===== config.mk =====
export PLATFORM = sky130hd
export DESIGN_NAME = apb_requester
export DESIGN_NICKNAME = d
export VERILOG_FILES = /design/src/rtl/apb_pkg.sv /design/src/rtl/apb_parity_gen.sv /design/src/rtl/apb_requester.sv
export SDC_FILE = /design/constraint.sdc
export NUM_CORES = 1
export LEC_CHECK = 0
export CAP_MARGIN = 40
export CORE_MARGIN = 8
export CORE_UTILIZATION = 52
export CTS_CLUSTER_SIZE = 10
export DETAILED_ROUTE_END_ITERATION = 10
export DONT_BUFFER_PORTS = 1
export PLACE_DENSITY = 0.75
export SYNTH_ARGS = -nofsm -noshare
export SYNTH_HDL_FRONTEND = slang
export SYNTH_SLANG_ARGS = --single-unit

===== constraint.sdc =====
create_clock -name PCLK -period 2.9 [get_ports PCLK]
set_clock_uncertainty 0.15 [all_clocks]
set_input_delay 0.58 -clock PCLK [delete_from_list [all_inputs] [get_ports PCLK]]
set_output_delay 0.58 -clock PCLK [all_outputs]
set_load 0.01 [all_outputs]

===== src/rtl/apb_pkg.sv =====
// ============================================================================
// Module   : apb_pkg
// Brief    : Shared types and constants for the APB5 requester and checkers.
// Revision : 1.0 - initial release
// ============================================================================
`default_nettype none

package apb_pkg;

    typedef enum logic [1:0] {
        IDLE   = 2'd0,
        SETUP  = 2'd1,
        ACCESS = 2'd2,
        RESP   = 2'd3
    } apb_state_e;

    localparam int unsigned C_PPROT_PRIV_BIT  = 0;
    localparam int unsigned C_PPROT_NSEC_BIT  = 1;
    localparam int unsigned C_PPROT_INSTR_BIT = 2;

    localparam int unsigned C_DEFAULT_TIMEOUT = 16;

endpackage

`default_nettype wire


===== src/rtl/apb_parity_gen.sv =====
// ============================================================================
// Module   : apb_parity_gen
// Brief    : Even parity over the APB5 request fields; shared with completers.
// Revision : 1.0 - initial release
// ============================================================================
`default_nettype none

module apb_parity_gen #(
    parameter int ADDR_WIDTH      = 32,
    parameter int DATA_WIDTH      = 32,
    parameter int STRB_WIDTH      = DATA_WIDTH / 8,
    parameter int USER_REQ_WIDTH  = 8,
    parameter int USER_DATA_WIDTH = DATA_WIDTH / 2
) (
    input  logic [ADDR_WIDTH-1:0]      addr_i,
    input  logic                       write_i,
    input  logic [STRB_WIDTH-1:0]      strb_i,
    input  logic [2:0]                 prot_i,
    input  logic [DATA_WIDTH-1:0]      wdata_i,
    input  logic [USER_REQ_WIDTH-1:0]  auser_i,
    input  logic [USER_DATA_WIDTH-1:0] wuser_i,
    output logic                       parity_o
);

    // Field order matches the concatenation the completer checks against.
    assign parity_o = ^{addr_i, write_i, strb_i, prot_i, wdata_i, auser_i, wuser_i};

endmodule

`default_nettype wire


===== src/rtl/apb_requester.sv =====
// ============================================================================
// Module   : apb_requester
// Brief    : valid/ready command channel to APB5 SETUP/ACCESS bridge with
//            parity, wakeup and PREADY timeout.
// Revision : 1.0 - initial release
// ============================================================================
`default_nettype none

module apb_requester
    import apb_pkg::*;
#(
    parameter int ADDR_WIDTH      = 32,
    parameter int DATA_WIDTH      = 32,
    parameter int USER_REQ_WIDTH  = 8,
    parameter int USER_DATA_WIDTH = DATA_WIDTH / 2,
    parameter int USER_RESP_WIDTH = 16,
    parameter int STRB_WIDTH      = DATA_WIDTH / 8,
    parameter int TIMEOUT_CYCLES  = C_DEFAULT_TIMEOUT
) (
    input  logic                       PCLK,
    input  logic                       PRESETn,
    input  logic                       cmd_valid,
    output logic                       cmd_ready,
    input  logic                       cmd_write,
    input  logic [ADDR_WIDTH-1:0]      cmd_addr,
    input  logic [DATA_WIDTH-1:0]      cmd_wdata,
    input  logic [STRB_WIDTH-1:0]      cmd_strb,
    input  logic [2:0]                 cmd_prot,
    input  logic [USER_REQ_WIDTH-1:0]  cmd_auser,
    input  logic [USER_DATA_WIDTH-1:0] cmd_wuser,
    output logic                       rsp_valid,
    input  logic                       rsp_ready,
    output logic [DATA_WIDTH-1:0]      rsp_rdata,
    output logic [USER_DATA_WIDTH-1:0] rsp_ruser,
    output logic [USER_RESP_WIDTH-1:0] rsp_buser,
    output logic                       rsp_slverr,
    output logic                       rsp_parerr,
    output logic                       rsp_timeout,
    output logic                       PSEL,
    output logic                       PENABLE,
    output logic                       PWRITE,
    output logic [ADDR_WIDTH-1:0]      PADDR,
    output logic [DATA_WIDTH-1:0]      PWDATA,
    output logic [STRB_WIDTH-1:0]      PSTRB,
    output logic [2:0]                 PPROT,
    output logic                       PWAKEUP,
    output logic [USER_REQ_WIDTH-1:0]  PAUSER,
    output logic [USER_DATA_WIDTH-1:0] PWUSER,
    output logic                       PPARITY,
    input  logic [DATA_WIDTH-1:0]      PRDATA,
    input  logic [USER_DATA_WIDTH-1:0] PRUSER,
    input  logic [USER_RESP_WIDTH-1:0] PBUSER,
    input  logic                       PREADY,
    input  logic                       PSLVERR,
    input  logic                       PPARERR
);

    localparam int               CNT_W      = $clog2(TIMEOUT_CYCLES + 1);
    localparam logic [CNT_W-1:0] C_TMO_LAST = CNT_W'(TIMEOUT_CYCLES - 1);

    apb_state_e                 state_q, state_d;
    logic [CNT_W-1:0]           tmo_cnt_q, tmo_cnt_d;

    logic                       psel_q, psel_d;
    logic                       penable_q, penable_d;
    logic                       pwakeup_q, pwakeup_d;
    logic                       pwrite_q, pwrite_d;
    logic [ADDR_WIDTH-1:0]      paddr_q, paddr_d;
    logic [DATA_WIDTH-1:0]      pwdata_q, pwdata_d;
    logic [STRB_WIDTH-1:0]      pstrb_q, pstrb_d;
    logic [2:0]                 pprot_q, pprot_d;
    logic [USER_REQ_WIDTH-1:0]  pauser_q, pauser_d;
    logic [USER_DATA_WIDTH-1:0] pwuser_q, pwuser_d;
    logic                       pparity_q, pparity_d;

    logic                       rsp_valid_q, rsp_valid_d;
    logic [DATA_WIDTH-1:0]      rsp_rdata_q, rsp_rdata_d;
    logic [USER_DATA_WIDTH-1:0] rsp_ruser_q, rsp_ruser_d;
    logic [USER_RESP_WIDTH-1:0] rsp_buser_q, rsp_buser_d;
    logic                       rsp_slverr_q, rsp_slverr_d;
    logic                       rsp_parerr_q, rsp_parerr_d;
    logic                       rsp_timeout_q, rsp_timeout_d;

    logic [DATA_WIDTH-1:0]      w_wdata;
    logic [STRB_WIDTH-1:0]      w_strb;
    logic                       w_parity;
    logic                       w_tmo_hit;

    // Reads carry no write payload, and parity must cover the zeroed fields.
    assign w_wdata   = cmd_write ? cmd_wdata : '0;
    assign w_strb    = cmd_write ? cmd_strb  : '0;
    assign w_tmo_hit = (tmo_cnt_q == C_TMO_LAST);

    apb_parity_gen #(
        .ADDR_WIDTH      (ADDR_WIDTH),
        .DATA_WIDTH      (DATA_WIDTH),
        .STRB_WIDTH      (STRB_WIDTH),
        .USER_REQ_WIDTH  (USER_REQ_WIDTH),
        .USER_DATA_WIDTH (USER_DATA_WIDTH)
    ) u_parity (
        .addr_i   (cmd_addr),
        .write_i  (cmd_write),
        .strb_i   (w_strb),
        .prot_i   (cmd_prot),
        .wdata_i  (w_wdata),
        .auser_i  (cmd_auser),
        .wuser_i  (cmd_wuser),
        .parity_o (w_parity)
    );

    always_ff @(posedge PCLK or negedge PRESETn) begin
        if (!PRESETn) begin
            state_q <= IDLE;
        end else begin
            state_q <= state_d;
        end
    end

    always_comb begin
        state_d = state_q;
        case (state_q)
            IDLE:    if (cmd_valid)            state_d = SETUP;
            SETUP:                             state_d = ACCESS;
            ACCESS:  if (PREADY || w_tmo_hit)  state_d = RESP;
            RESP:    if (rsp_ready)            state_d = IDLE;
            default:                           state_d = IDLE;
        endcase
    end

    always_comb begin
        paddr_d       = paddr_q;
        pwrite_d      = pwrite_q;
        pwdata_d      = pwdata_q;
        pstrb_d       = pstrb_q;
        pprot_d       = pprot_q;
        pauser_d      = pauser_q;
        pwuser_d      = pwuser_q;
        pparity_d     = pparity_q;
        rsp_rdata_d   = rsp_rdata_q;
        rsp_ruser_d   = rsp_ruser_q;
        rsp_buser_d   = rsp_buser_q;
        rsp_slverr_d  = rsp_slverr_q;
        rsp_parerr_d  = rsp_parerr_q;
        rsp_timeout_d = rsp_timeout_q;
        tmo_cnt_d     = '0;

        case (state_q)
            IDLE: begin
                if (cmd_valid) begin
                    paddr_d   = cmd_addr;
                    pwrite_d  = cmd_write;
                    pwdata_d  = w_wdata;
                    pstrb_d   = w_strb;
                    pprot_d   = cmd_prot;
                    pauser_d  = cmd_auser;
                    pwuser_d  = cmd_wuser;
                    pparity_d = w_parity;
                end
            end
            ACCESS: begin
                if (PREADY) begin
                    rsp_rdata_d   = pwrite_q ? '0 : PRDATA;
                    rsp_ruser_d   = PRUSER;
                    rsp_buser_d   = PBUSER;
                    rsp_slverr_d  = PSLVERR;
                    rsp_parerr_d  = PPARERR;
                    rsp_timeout_d = 1'b0;
                end else if (w_tmo_hit) begin
                    rsp_rdata_d   = '0;
                    rsp_ruser_d   = '0;
                    rsp_buser_d   = '0;
                    rsp_slverr_d  = 1'b1;
                    rsp_parerr_d  = 1'b0;
                    rsp_timeout_d = 1'b1;
                end else begin
                    tmo_cnt_d = tmo_cnt_q + 1'b1;
                end
            end
            default: ;
        endcase

        // Handshake outputs are registered copies of the upcoming state.
        psel_d      = (state_d == SETUP) || (state_d == ACCESS);
        penable_d   = (state_d == ACCESS);
        pwakeup_d   = (state_d != IDLE);
        rsp_valid_d = (state_d == RESP);
    end

    always_ff @(posedge PCLK or negedge PRESETn) begin
        if (!PRESETn) begin
            tmo_cnt_q     <= '0;
            psel_q        <= 1'b0;
            penable_q     <= 1'b0;
            pwakeup_q     <= 1'b0;
            pwrite_q      <= 1'b0;
            paddr_q       <= '0;
            pwdata_q      <= '0;
            pstrb_q       <= '0;
            pprot_q       <= '0;
            pauser_q      <= '0;
            pwuser_q      <= '0;
            pparity_q     <= 1'b0;
            rsp_valid_q   <= 1'b0;
            rsp_rdata_q   <= '0;
            rsp_ruser_q   <= '0;
            rsp_buser_q   <= '0;
            rsp_slverr_q  <= 1'b0;
            rsp_parerr_q  <= 1'b0;
            rsp_timeout_q <= 1'b0;
        end else begin
            tmo_cnt_q     <= tmo_cnt_d;
            psel_q        <= psel_d;
            penable_q     <= penable_d;
            pwakeup_q     <= pwakeup_d;
            pwrite_q      <= pwrite_d;
            paddr_q       <= paddr_d;
            pwdata_q      <= pwdata_d;
            pstrb_q       <= pstrb_d;
            pprot_q       <= pprot_d;
            pauser_q      <= pauser_d;
            pwuser_q      <= pwuser_d;
            pparity_q     <= pparity_d;
            rsp_valid_q   <= rsp_valid_d;
            rsp_rdata_q   <= rsp_rdata_d;
            rsp_ruser_q   <= rsp_ruser_d;
            rsp_buser_q   <= rsp_buser_d;
            rsp_slverr_q  <= rsp_slverr_d;
            rsp_parerr_q  <= rsp_parerr_d;
            rsp_timeout_q <= rsp_timeout_d;
        end
    end

    assign cmd_ready   = (state_q == IDLE);
    assign PSEL        = psel_q;
    assign PENABLE     = penable_q;
    assign PWAKEUP     = pwakeup_q;
    assign PWRITE      = pwrite_q;
    assign PADDR       = paddr_q;
    assign PWDATA      = pwdata_q;
    assign PSTRB       = pstrb_q;
    assign PPROT       = pprot_q;
    assign PAUSER      = pauser_q;
    assign PWUSER      = pwuser_q;
    assign PPARITY     = pparity_q;
    assign rsp_valid   = rsp_valid_q;
    assign rsp_rdata   = rsp_rdata_q;
    assign rsp_ruser   = rsp_ruser_q;
    assign rsp_buser   = rsp_buser_q;
    assign rsp_slverr  = rsp_slverr_q;
    assign rsp_parerr  = rsp_parerr_q;
    assign rsp_timeout = rsp_timeout_q;

endmodule

`default_nettype wire


==> summary.txt <==
CTS
  – # H-tree levels: 4
  – Cts repair resizes: 0
  – CTS Buf Count: 17
  – Clock Latency Late Sink: 0.42 ns
  – Clock root cell: clkbuf_16
  – CTS Buffer Depth: 2
  – Reg clk slew, reported paths: roughly 0.07 ns
  – CTS tree: done
  – CTS sink cnt: approximately 180
  – Post-CTS setup buffers: 0

Timing
  – F_max: about 0.46 GHz
  – Final hold violation count: 175
  – Worst slew margin: approximately 61%
  – Final min period: about 2.2 ns
  – Final-report max-slew violation count: 0
  – Final period util: roughly three quarters
  – Worst Tran Pin Value: slightly below 0.6 ns
  – WHS: -0.292 ns
  – Final setup TNS: 0 ns
  – RSZ-0062 raised after global routing: no
  – Final Setup Violations: 0

Yosys
  – Adder-cell share of the synthesized area: 0.677%
  – Synth cell types: 20
  – Top FF cell, synth: dfrtp_1
  – Most numerous cell in the Yosys netlist: dfrtp_1
  – Dominant cell type by area after synthesis: dfrtp_1
  – Combinational family with the most area after synthesis: XOR/XNOR gates
  – Mean Syn Cell Area: around 12 µm²
  – Synth Area in Compound Gates: 9.06%
  – Synth cell count leaders: 175 x dfrtp_1, 143 x nand2_1, 79 x xnor2_1
  – Synth Cell Area: between 7000 and 8000 µm²
  – Simple-Gate Fraction of Synth Area: under 10%
  – Post-Synth XOR/XNOR Area: a little under an eighth
  – YS warnings: 0
  – Post-synthesis mux area share: a little under a tenth
  – Net Count, Synth: between 800 and 900
  – Fraction of registers with async set/reset: 100%
  – Cells after Synth: between 600 and 700
  – Top cell type's share of synthesized area: about three fifths
  – Top post-synthesis cells by area: dfrtp_1 59%, xnor2_1 9.4%, mux2_2 9.1%
  – Post-synth EDFFs: 0
  – Seq/Total Area, Yosys: roughly three fifths
  – #FFs+latches synth: 175

Critical path
  – Worst-path cell chain: ha_1, nand3_1, nor2_1, o21ai_4, o211a_1, inv_1, ha_1
  – Endpoint type of the worst setup path: flop
  – R2R Setup Slk: about 0.72 ns
  – Critical path launch point type: flop
  – Arrival time at the worst endpoint: approximately 2.3 ns
  – CP max stage cell: o21ai_4
  – Worst Path Max Fanout: 22
  – Worst path most repeated cell: ha_1
  – R2R cell count: 7
  – Required time worst endpoint: roughly 3 ns
  – RR Endpoint: rsp_valid$_DFF_PN0_
  – Crit-path max cell delay: approximately 0.48 ns
  – Reg-to-Reg Start: tmo_cnt_q[0]$_DFF_PN0_
  – Kind of critical path: reg -> reg

Drt
  – Initial DRC count: between 200 and 300
  – Total number of vias: around 4,500
  – Total Wirelength: 18,600 µm
  – DRC Markers: 0
  – Vias per inst: about 5.5
  – Final ANT Viol Nets: 0
  – Pre-Repair DR Iteration Count: 4
  – Post-DR wirelength/cell: 22.6 µm

GRT
  – Gr usage total: between 10% and 20%
  – Vias in the first global route: 4,843
  – Initial antenna violation count: 0
  – Pin count of the biggest net entering global routing: about 180
  – First-pass GRT wire length: roughly 28,000 µm
  – Congestion Overflow GR: 0

Finish
  – Filler cells: ~1,100
  – Area Overhead vs Synth: 9.89%
  – N_diodes: 0
  – Final net count: 800
  – Layout cells sized above 1: about 15%

Die
  – IO Pins: approximately 340
  – Chip width: 135 µm
  – Initial core utilization: 53.2%
  – # rows: 43
  – Core ar.: ~14,000 µm²
  – Die Span Y: between 100 and 150 µm
  – DIE AREA: roughly 18,000 µm²

Flow run
  – Max-Cap Viols: 0

Place
  – Port bufs: 0
  – GPL Wtd Cong: ~0.8
  – HPWL after DPL: between 10,000 and 15,000 µm

Run status
  – Failing checks: negative hold slack
  – Outcome: complete, but fails checks

Min path
  – Min-delay worst type: in -> async

Pwr
  – Max VDD drop: 0.000589 V
  – Pwr dens: about 1200 nW/µm²
  – Leakage: 0.00358 µW
-- logic make-up (layout without fill, tap and decap cells) --
family | count (synthesis) | in the layout
flops | 175 | 175
fa+ha+maj | 4 | 4
xor+xnor | 95 | 95
mux | 60 | 60
compound gates | 108 | 108
simple gates | 159 | 159
buf+inv | 40 | 41
-- power by group --
| group | internal, µW | switching [µW] | total, µW | leakage [µW] |
|---|---|---|---|---|
| clock | 1210 | 936 | 2150 | 0.000264 |
| sequential | 3620 | 1530 | 5150 | 0.00220 |
| combinational | 1130 | 1000 | 2130 | 0.00111 |
-- flip-flops by register name, indices dropped and copies added (netlist names), 2 cells and up --
name,flops
PAUSER,8
rsp_buser,16
PWDATA,32
PADDR,32
rsp_rdata,32
state_q,2
PWUSER,16
tmo_cnt_q,5
rsp_ruser,16
PPROT,3
PSTRB,4
-- critical path: cells and delay by family, from the launching register on --
kind / cells / cell delay, ns
compound gates: 2 / 0.78
fa+ha+maj: 2 / 0.45
buf+inv: 1 / 0.08
flops: 1 / 0.40
simple gates: 2 / 0.22
-- how the worst max path moves through the flow --
stage	startpoint	endpoint	slack [ns]	cells after the start
finish	tmo_cnt_q[0]$_DFF_PN0_	rsp_valid$_DFF_PN0_	0.72	7
detailed placement	cmd_wuser[9]	PPARITY$_DFFE_PN0P_	0.39	8
global route	tmo_cnt_q[0]$_DFF_PN0_	rsp_rdata[5]$_DFFE_PN0P_	0.61	6
CTS	tmo_cnt_q[0]$_DFF_PN0_	rsp_valid$_DFF_PN0_	0.71	7
global placement	cmd_prot[2]	PPARITY$_DFFE_PN0P_	0.44	8
floorplan	cmd_wuser[9]	PPARITY$_DFFE_PN0P_	0.71	8
-- cells in the final DEF (no fill, tap or decap) --
cell	instances
a21oi_1	2
a22o_1	33
and2_1	3
and3_1	1
buf_12	2
buf_4	3
bufinv_16	1
clkbuf_1	3
clkbuf_16	17
clkbuf_8	1
clkinv_2	2
clkinv_4	2
clkinvlp_4	3
dfrtp_1	175
ha_1	4
inv_1	4
inv_6	3
mux2_2	60
nand2_1	142
nand2_4	1
nand3_1	3
nor2_1	5
nor2b_1	3
nor2b_2	1
o211a_1	1
o21ai_0	70
o21ai_1	1
o21ai_4	1
xnor2_1	79
xnor3_1	1
xor2_1	15
-- cell type report --
type                       count  area [µm²]  area share, %
inverter                       4        15.0          0.185
clock buffer                  21         450           5.55
timing repair buffer           5        62.6          0.770
clock inverter                11         106           1.31
tap                          180         225           2.77
multi-input combinational    426        2880           35.5
sequential                   175        4380           53.9
-- stage by stage --
stage	util (%)	cell area, µm²	power [µW]	setup slack, ns	cells
floorplan	-	7390	6570	0.714	641
global placement	54.5	7560	7210	0.440	790
detailed placement	54.5	7560	7380	0.388	790
CTS	58.5	8120	9570	0.705	822
global route	58.5	8120	10000	0.608	822
finish	58.5	8120	9430	0.717	822
-- metal layers --
layer / vias to the layer above / track usage, % / wire length (µm)
met2: 213 / 33.7 / 9760
li1: 2093 / - / -
met5: - / 0 / 0
met4: 0 / 9.07 / 514
met3: 32 / 9.16 / 2140
met1: 2171 / 21.0 / 6170
Note: power is estimated with default switching activity, not from simulation.
